### src/rtl/digilock_controller.sv
// Four-digit BCD keypad lock: entry, compare, open/re-program and lockout after three failures.
// Optional macro DIGILOCK_AUTO_RELOCK_EN: OPEN relocks after UNLOCK_CYCLES idle cycles.
module digilock_controller #(
  parameter logic [15:0] DEFAULT_CODE   = 16'h1234,
  parameter int          LOCKOUT_CYCLES = 1000,
  parameter int          UNLOCK_CYCLES  = 500
) (
  input  logic       clk,
  input  logic       reset,
  input  logic [3:0] digit,
  input  logic       digit_valid,
  input  logic       confirm,
  input  logic       setup,
  output logic       unlocked,
  output logic       locked_out,
  output logic       alarm,
  output logic [1:0] attempts,
  output logic [1:0] pos
);

  typedef enum logic [2:0] {S_IDLE, S_ENTRY, S_CHECK, S_OPEN, S_LOCKOUT} state_t;

  localparam int LOCK_W = (LOCKOUT_CYCLES > 1) ? $clog2(LOCKOUT_CYCLES) : 1;
  localparam logic [LOCK_W-1:0] LOCK_LAST = LOCK_W'(LOCKOUT_CYCLES - 1);

  state_t            state_r, state_nxt_s;
  logic [1:0]        pos_r, pos_nxt_s;
  logic [1:0]        attempts_r, attempts_nxt_s;
  logic [15:0]       code_r, code_nxt_s;
  logic [15:0]       entry_r, entry_nxt_s;
  logic [15:0]       stage_r, stage_nxt_s;
  logic [LOCK_W-1:0] lock_cnt_r, lock_cnt_nxt_s;
  logic              unlocked_r, locked_out_r, alarm_r;
  logic              digit_ok_s;
  logic              relock_expired_s;

  // Digit 0 lives in the top nibble, digit 3 in the bottom nibble.
  function automatic logic [15:0] set_digit(input logic [15:0] word, input logic [1:0] idx,
                                            input logic [3:0] d);
    logic [15:0] w;
    w = word;
    case (idx)
      2'd0:    w[15:12] = d;
      2'd1:    w[11:8]  = d;
      2'd2:    w[7:4]   = d;
      default: w[3:0]   = d;
    endcase
    return w;
  endfunction

  assign digit_ok_s = digit_valid && (digit <= 4'd9);

`ifdef DIGILOCK_AUTO_RELOCK_EN
  localparam int RELOCK_W = (UNLOCK_CYCLES > 1) ? $clog2(UNLOCK_CYCLES) : 1;
  localparam logic [RELOCK_W-1:0] RELOCK_LAST = RELOCK_W'(UNLOCK_CYCLES - 1);
  logic [RELOCK_W-1:0] relock_cnt_r;

  // Idle timer for OPEN; a valid setup digit restarts it.
  always_ff @(posedge clk or negedge reset) begin
    if (!reset) begin
      relock_cnt_r <= '0;
    end else if ((state_r != S_OPEN) || (setup && digit_ok_s)) begin
      relock_cnt_r <= '0;
    end else begin
      relock_cnt_r <= relock_cnt_r + RELOCK_W'(1);
    end
  end

  assign relock_expired_s = (state_r == S_OPEN) && (relock_cnt_r == RELOCK_LAST) &&
                            !(setup && digit_ok_s);
`else
  assign relock_expired_s = 1'b0;
`endif

  // Next-state and datapath decode for the lock sequencer.
  always_comb begin
    state_nxt_s    = state_r;
    pos_nxt_s      = pos_r;
    attempts_nxt_s = attempts_r;
    code_nxt_s     = code_r;
    entry_nxt_s    = entry_r;
    stage_nxt_s    = stage_r;
    lock_cnt_nxt_s = lock_cnt_r;
    case (state_r)
      S_IDLE: begin
        if (digit_ok_s) begin
          entry_nxt_s = set_digit(16'h0000, 2'd0, digit);
          pos_nxt_s   = 2'd1;
          state_nxt_s = S_ENTRY;
        end else begin
          state_nxt_s = S_IDLE;
        end
      end
      S_ENTRY: begin
        if (confirm) begin
          entry_nxt_s = 16'h0000;
          pos_nxt_s   = 2'd0;
          state_nxt_s = S_IDLE;
        end else if (digit_ok_s) begin
          entry_nxt_s = set_digit(entry_r, pos_r, digit);
          pos_nxt_s   = pos_r + 2'd1;
          state_nxt_s = (pos_r == 2'd3) ? S_CHECK : S_ENTRY;
        end else begin
          state_nxt_s = S_ENTRY;
        end
      end
      S_CHECK: begin
        entry_nxt_s = 16'h0000;
        if (entry_r == code_r) begin
          attempts_nxt_s = 2'd0;
          state_nxt_s    = S_OPEN;
        end else if (attempts_r == 2'd2) begin
          attempts_nxt_s = 2'd3;
          lock_cnt_nxt_s = '0;
          state_nxt_s    = S_LOCKOUT;
        end else begin
          attempts_nxt_s = (attempts_r == 2'd3) ? 2'd3 : attempts_r + 2'd1;
          state_nxt_s    = S_IDLE;
        end
      end
      S_OPEN: begin
        if (confirm || relock_expired_s) begin
          pos_nxt_s   = 2'd0;
          stage_nxt_s = 16'h0000;
          state_nxt_s = S_IDLE;
        end else if (!setup) begin
          pos_nxt_s   = 2'd0;
          stage_nxt_s = 16'h0000;
        end else if (digit_ok_s) begin
          if (pos_r == 2'd3) begin
            // New code commits only on the fourth digit.
            code_nxt_s  = set_digit(stage_r, 2'd3, digit);
            stage_nxt_s = 16'h0000;
            pos_nxt_s   = 2'd0;
          end else begin
            stage_nxt_s = set_digit(stage_r, pos_r, digit);
            pos_nxt_s   = pos_r + 2'd1;
          end
        end else begin
          state_nxt_s = S_OPEN;
        end
      end
      S_LOCKOUT: begin
        if (lock_cnt_r == LOCK_LAST) begin
          lock_cnt_nxt_s = '0;
          attempts_nxt_s = 2'd0;
          state_nxt_s    = S_IDLE;
        end else begin
          lock_cnt_nxt_s = lock_cnt_r + LOCK_W'(1);
        end
      end
      default: begin
        pos_nxt_s   = 2'd0;
        state_nxt_s = S_IDLE;
      end
    endcase
  end

  // State, datapath and registered status outputs.
  always_ff @(posedge clk or negedge reset) begin
    if (!reset) begin
      state_r      <= S_IDLE;
      pos_r        <= 2'd0;
      attempts_r   <= 2'd0;
      code_r       <= DEFAULT_CODE;
      entry_r      <= 16'h0000;
      stage_r      <= 16'h0000;
      lock_cnt_r   <= '0;
      unlocked_r   <= 1'b0;
      locked_out_r <= 1'b0;
      alarm_r      <= 1'b0;
    end else begin
      state_r      <= state_nxt_s;
      pos_r        <= pos_nxt_s;
      attempts_r   <= attempts_nxt_s;
      code_r       <= code_nxt_s;
      entry_r      <= entry_nxt_s;
      stage_r      <= stage_nxt_s;
      lock_cnt_r   <= lock_cnt_nxt_s;
      unlocked_r   <= (state_nxt_s == S_OPEN);
      locked_out_r <= (state_nxt_s == S_LOCKOUT);
      alarm_r      <= (state_nxt_s == S_LOCKOUT) && (state_r != S_LOCKOUT);
    end
  end

  assign unlocked   = unlocked_r;
  assign locked_out = locked_out_r;
  assign alarm      = alarm_r;
  assign attempts   = attempts_r;
  assign pos        = pos_r;

endmodule
### config.mk
export PLATFORM = sky130hd
export DESIGN_NAME = digilock_controller
export DESIGN_NICKNAME = d
export VERILOG_FILES = /design/src/rtl/digilock_controller.sv
export SDC_FILE = /design/constraint.sdc
export NUM_CORES = 1
export LEC_CHECK = 0
export CAP_MARGIN = 10
export CELL_PAD_IN_SITES_DETAIL_PLACEMENT = 2
export CELL_PAD_IN_SITES_GLOBAL_PLACEMENT = 2
export CORE_UTILIZATION = 36
export CTS_CLUSTER_SIZE = 30
export DETAILED_ROUTE_END_ITERATION = 8
export GPL_ROUTABILITY_DRIVEN = 1
export GPL_TIMING_DRIVEN = 1
export HOLD_SLACK_MARGIN = 0.1
export PLACE_DENSITY = 0.84
export RECOVER_POWER = 100
export SLEW_MARGIN = 10
export SYNTH_ARGS = -nofsm -noshare
export SYNTH_HDL_FRONTEND = slang
export SYNTH_SLANG_ARGS = --single-unit
### constraint.sdc
create_clock -name clk -period 1.7 [get_ports clk]
set_clock_uncertainty 0.1 [all_clocks]
set_input_delay 0.34 -clock clk [delete_from_list [all_inputs] [get_ports clk]]
set_output_delay 0.34 -clock clk [all_outputs]
set_load 0.05 [all_outputs]
After elaboration in Yosys (flattened, before gate mapping)
Index checks and enable logic that the tools add are counted.

Memories kept: 0. Memory bits (read-only): 0. Latch bits: 0. Register bits after elaboration: 64. Memory bits (writable): 0. Input port bits: 9. Word-level logic and storage cells: 108.

Reduce and logical (&&, ||, !) cells: 19. Mux-type cells: 40. Magnitude comparators: 1. Add/subtract/negate cells: 3. Multipliers: 0. Bitwise gates (word level): 2. Div/mod/pow operators: 0. Equality and inequality tests: 28. Shift operators: 0.

Operators by type and width (number): two-way mux 16 bit (7); case mux 16 bit (3 select lines) (1); two-way mux 10 bit (3); two-way mux 2 bit (14); case mux 10 bit (2 select lines) (1); AND reduction 4 bit (5); two-way mux 3 bit (6); != test 3 bit, second input constant (6); equality test 16 bit (1); two-way mux 4 bit (4); case mux 3 bit (5 select lines) (1); != test 4 x 2 -> 1 bit, second input constant (3); AND reduction 3 bit (4); adder 10 x 1 -> 10 bit, second input constant (1); equality test 10 bit, second input constant (1); equality test 3 x 2 -> 1 bit, second input constant (3); equality test 2 bit, second input constant (4); != test 2 bit, second input constant (4); case mux 2 bit (4 select lines) (1); equality test 3 bit, second input constant (2); AND reduction 5 bit (1); adder 2 x 1 -> 2 bit, second input constant (2); less-or-equal comparator 4 bit, second input constant (1); != test 4 bit, second input constant (1); other kinds (14) (16).

Longest topological paths before layout
Word-level depth: 8. Mapped depth: 7. Depth with buffers taken out: 6.

Worst setup path before layout
OpenSTA, ideal clock, no wires.

Path kind: register to register. From: register pos_r[0] (netlist: pos[0]). To: register code_r[0]. Cell stages (with the launch flop): 6. Data required time: 1473 ps. Library setup time: 127 ps. Arrival: 1910 ps. Path buffers: 1. Setup slack: -438 ps. Clock period less this slack: 2138 ps. Cell sequence: dfrtp_1 -> ha_1 -> nand2_1 -> nor3_4 -> buf_6 -> mux2_1.

Longest elaborated chain between the ends: 2.

RTL lines: start: declaration (line 27) `logic [1:0] pos_r, pos_nxt_s;`; start signal: assignment (line 174) `pos_r <= pos_nxt_s;`; equality test 2 bit (line 130) `if (pos_r == 2'd3) begin`; AND reduction 5 bit (no source line); end signal: assignment (line 176) `code_r <= code_nxt_s;`; end: declaration (line 29) `logic [15:0] code_r, code_nxt_s;`.

Every way passes these cells. A chain may end at the register's enable or synchronous reset.

Worst setup path after layout
From: register code_r[8]. To: register lock_cnt_r[1].

Longest elaborated chain between the ends: 3.

RTL lines: equality test 16 bit (line 109) `if (entry_r == code_r) begin`; != test 2 bit (no source line); AND reduction 3 bit (no source line); end signal: assignment (line 179) `lock_cnt_r <= lock_cnt_nxt_s;`; end: declaration (line 32) `logic [LOCK_W-1:0] lock_cnt_r, lock_cnt_nxt_s;`.

Every way passes these cells.

==> impl_metrics.env <==
export IMPL_firstDrtPassIters=4
export IMPL_post_drt_via_cell_ratio=6.02
export IMPL_dieArea_mm2=0.00901
export IMPL_ys_types=46
export IMPL_synth_nets=290
export IMPL_insertedDiodeCount=0
export IMPL_grt_pass1_wl_um=20000
export IMPL_rsz0062_at_grt="true"
export IMPL_worstPathMaxFanout=7
export IMPL_vias=2901
export IMPL_drv_cap=0
export IMPL_syn_area_mm2=0.00311
export IMPL_clock_root_buffer="clkbuf_8"
export IMPL_layout_area_seq_mm2=0.00161
export IMPL_maxSlewViolCount=0
export IMPL_wl_per_cell_um=33.9
export IMPL_leakage_nw=2.13
export IMPL_violations="negative setup slack"
export IMPL_worstSetupPathType="flip-flop to flip-flop"
export IMPL_core_area_mm2=0.00830
export IMPL_min_path_cells=4
export IMPL_holdWs_ps=358
export IMPL_drt_iter0_markers=232
export IMPL_clk_latency_ps=360
export IMPL_syn2layout_area_growth_pct=50.6
export IMPL_synth_edf_count=0
export IMPL_multi_input_area_mm2=0.00188
export IMPL_setup_slack_ps=-436
export IMPL_required_ps=1840
export IMPL_synth_ff_type="dfrtp_1"
export IMPL_period_needed_ps=2140
export IMPL_fin_util=0.564
export IMPL_power_density_mw_per_mm2=1040
export IMPL_avgSynthCellArea_um2=11.3
export IMPL_drc_errors=0
export IMPL_ys_seq_elements=64
export IMPL_drtAntennaViolNets=0
export IMPL_tns_ps=-11170
export IMPL_status="finished with violations"
export IMPL_numCtsBuffers=9
export IMPL_pre_cts_ws_ps=-636
export IMPL_period_share=1.26
export IMPL_syn_inst=276
export IMPL_finalWirelength_um=16300
export IMPL_grt_pass1_vias=3106
export IMPL_clkTransAtPathRegs_ps=80
export IMPL_drive_gt1_frac=0.515
export IMPL_place_congestion=0.816
export IMPL_clock_sinks=64
export IMPL_io_pins=16
export IMPL_synth_area_leader_cell="dfrtp_1"
export IMPL_clockBufferDepth=2
export IMPL_grt_antenna_before_repair=0
export IMPL_crit_path_top_delay_cell="dfrtp_1"
export IMPL_grt_max_degree=65
export IMPL_dp_hpwl_um=7420
export IMPL_die_h_um=94.9
export IMPL_synth_top_cell_area_share=0.475
export IMPL_synth_commonest_cells="dfrtp_1, o21ai_0, inv_1, mux2_2"
export IMPL_finalHoldViolCount=0
export IMPL_ys_seq_area_frac=0.517
export IMPL_fillCellCount=775
export IMPL_cp_end_kind="flip-flop"
export IMPL_synthTopCellsByArea="dfrtp_1, mux2_2, xnor2_1, dfstp_2, mux2_1"
export IMPL_rows=33
export IMPL_synth_most_common_cell="dfrtp_1"
export IMPL_start_util=0.375
export IMPL_tightest_slew_ps=919
export IMPL_critPathMaxStageDelay_ps=450
export IMPL_fin_nets=386
export IMPL_setup_viol=63
export IMPL_hp_class="input port to flip-flop"
export IMPL_ff2ff_path_depth=6
export IMPL_timing_slew_headroom=0.387
export IMPL_path_cells="xnor2_1, nand4_1, nor4_4, buf_6, o21ai_4, o21ai_2"
export IMPL_yosys_warnings=0
export IMPL_max_freq_mhz=468
export IMPL_power_w=0.00488
export IMPL_worst_ir_drop_vdd_mv=0.635
export IMPL_cts_tree="done"
export IMPL_grt_usage=0.320
export IMPL_h_tree_depth=3
export IMPL_cp_start_kind="flip-flop"
export IMPL_gr_total_overflow=0
export IMPL_crit_arrival_ps=2280
export IMPL_async_reset_ff_frac=1.00
export IMPL_io_buffers=15
export IMPL_die_w_um=94.9
==> cell type report <==
class / count / share of cell area
multi-input cells: 190 / 0.402
flip-flops and latches: 64 / 0.344
repair buffers: 89 / 0.164
clock buffers: 12 / 0.0353
well taps: 105 / 0.0281
inverters: 18 / 0.0155
clock inverters: 4 / 0.0110
==> worst paths after layout <==
path,slack [ps],start,end
worst max-delay path,-440,code_r[8]$_DFFE_PN0P_,lock_cnt_r[1]$_DFFE_PN0P_
worst min-delay path,360,digit[2],entry_r[14]$_DFFE_PN0P_
worst max register to register,-440,code_r[8]$_DFFE_PN0P_,lock_cnt_r[1]$_DFFE_PN0P_
worst min register to register,450,stage_r[10]$_DFFE_PN0P_,stage_r[10]$_DFFE_PN0P_
max in group asynchronous,190,reset,state_r[0]$_DFF_PN0_
min in group asynchronous,660,reset,entry_r[2]$_DFFE_PN0P_
==> where the power goes <==
group	internal (W)	switching, W
Combinational	0.000639	0.000894
Clock	0.000799	0.000701
Sequential	0.00165	0.000194
==> metal layers <==
layer	routed length [um]	GRT usage	up-vias
li1	-	-	1184
met1	6630	0.377	1574
met2	8390	0.561	101
met3	673	0.0628	42
met4	640	0.141	0
met5	0	0	-
==> placed cells by master, fill, tap and decap left out, types with 3 or more instances in the layout <==
cell type / instances
a21oi_2: 3
and2_4: 4
dlygate4sd2_1: 3
o21ai_1: 4
buf_12: 4
a22o_1: 12
nand3_1: 3
buf_4: 56
xnor2_1: 13
and3_1: 3
nand4_1: 5
clkbuf_8: 12
mux2i_1: 6
a21oi_1: 3
nor2_4: 3
nand2_1: 11
o21ai_0: 9
dfrtp_1: 57
nand2_2: 3
mux2_4: 28
clkbuf_2: 6
ha_4: 4
xnor2_2: 3
nor3_1: 4
dfstp_2: 5
o21ai_4: 5
buf_6: 12
a21oi_4: 3
inv_1: 16
a31oi_1: 3
nand3b_1: 4
nor2_1: 8
o21ai_2: 9
==> cells by family after synthesis <==
| kind of cell | share of synthesized area |
|---|---|
| AO/OA/AOI/OAI | 0.134 |
| XOR/XNOR | 0.0479 |
| AND/OR/NAND/NOR | 0.129 |
| buffers and inverters | 0.0306 |
| adder cells (fa/ha/maj) | 0.0201 |
| multiplexers | 0.121 |
| flip-flops | 0.517 |
==> per-stage QoR <==
step	instances	area, um^2
2_1_floorplan	276	3200
3_3_place_gp	436	3840
3_5_place_dp	436	3840
4_1_cts	463	4390
5_1_grt	482	4680
6_report	482	4680
==> flip-flops by register name, summed over array words and instances (netlist names), 2 cells and up <==
signal	cells
attempts	2
code_r	16
entry_r	16
lock_cnt_r	10
pos	2
stage_r	12
state_r	3
==> timing repair <==
| action | in CTS | in global routing |
|---|---|---|
| setup endpoints to repair | 64 | 61 |
| gates cloned | 2 | 0 |
| setup buffers | 9 | 22 |
| hold endpoints to repair | 59 | 0 |
| resized for setup | 72 | 55 |
| hold buffers | 1 | 0 |
| pin swaps | 19 | 29 |
==> critical path: cells and delay by family, from the launching register on <==
| family | cells | cell delay, ps |
|---|---|---|
| AO/OA/AOI/OAI | 2 | 360 |
| XOR/XNOR | 1 | 280 |
| buffers and inverters | 1 | 210 |
| flip-flops | 1 | 450 |
| AND/OR/NAND/NOR | 2 | 630 |
Power figures use the tool's default switching activity.
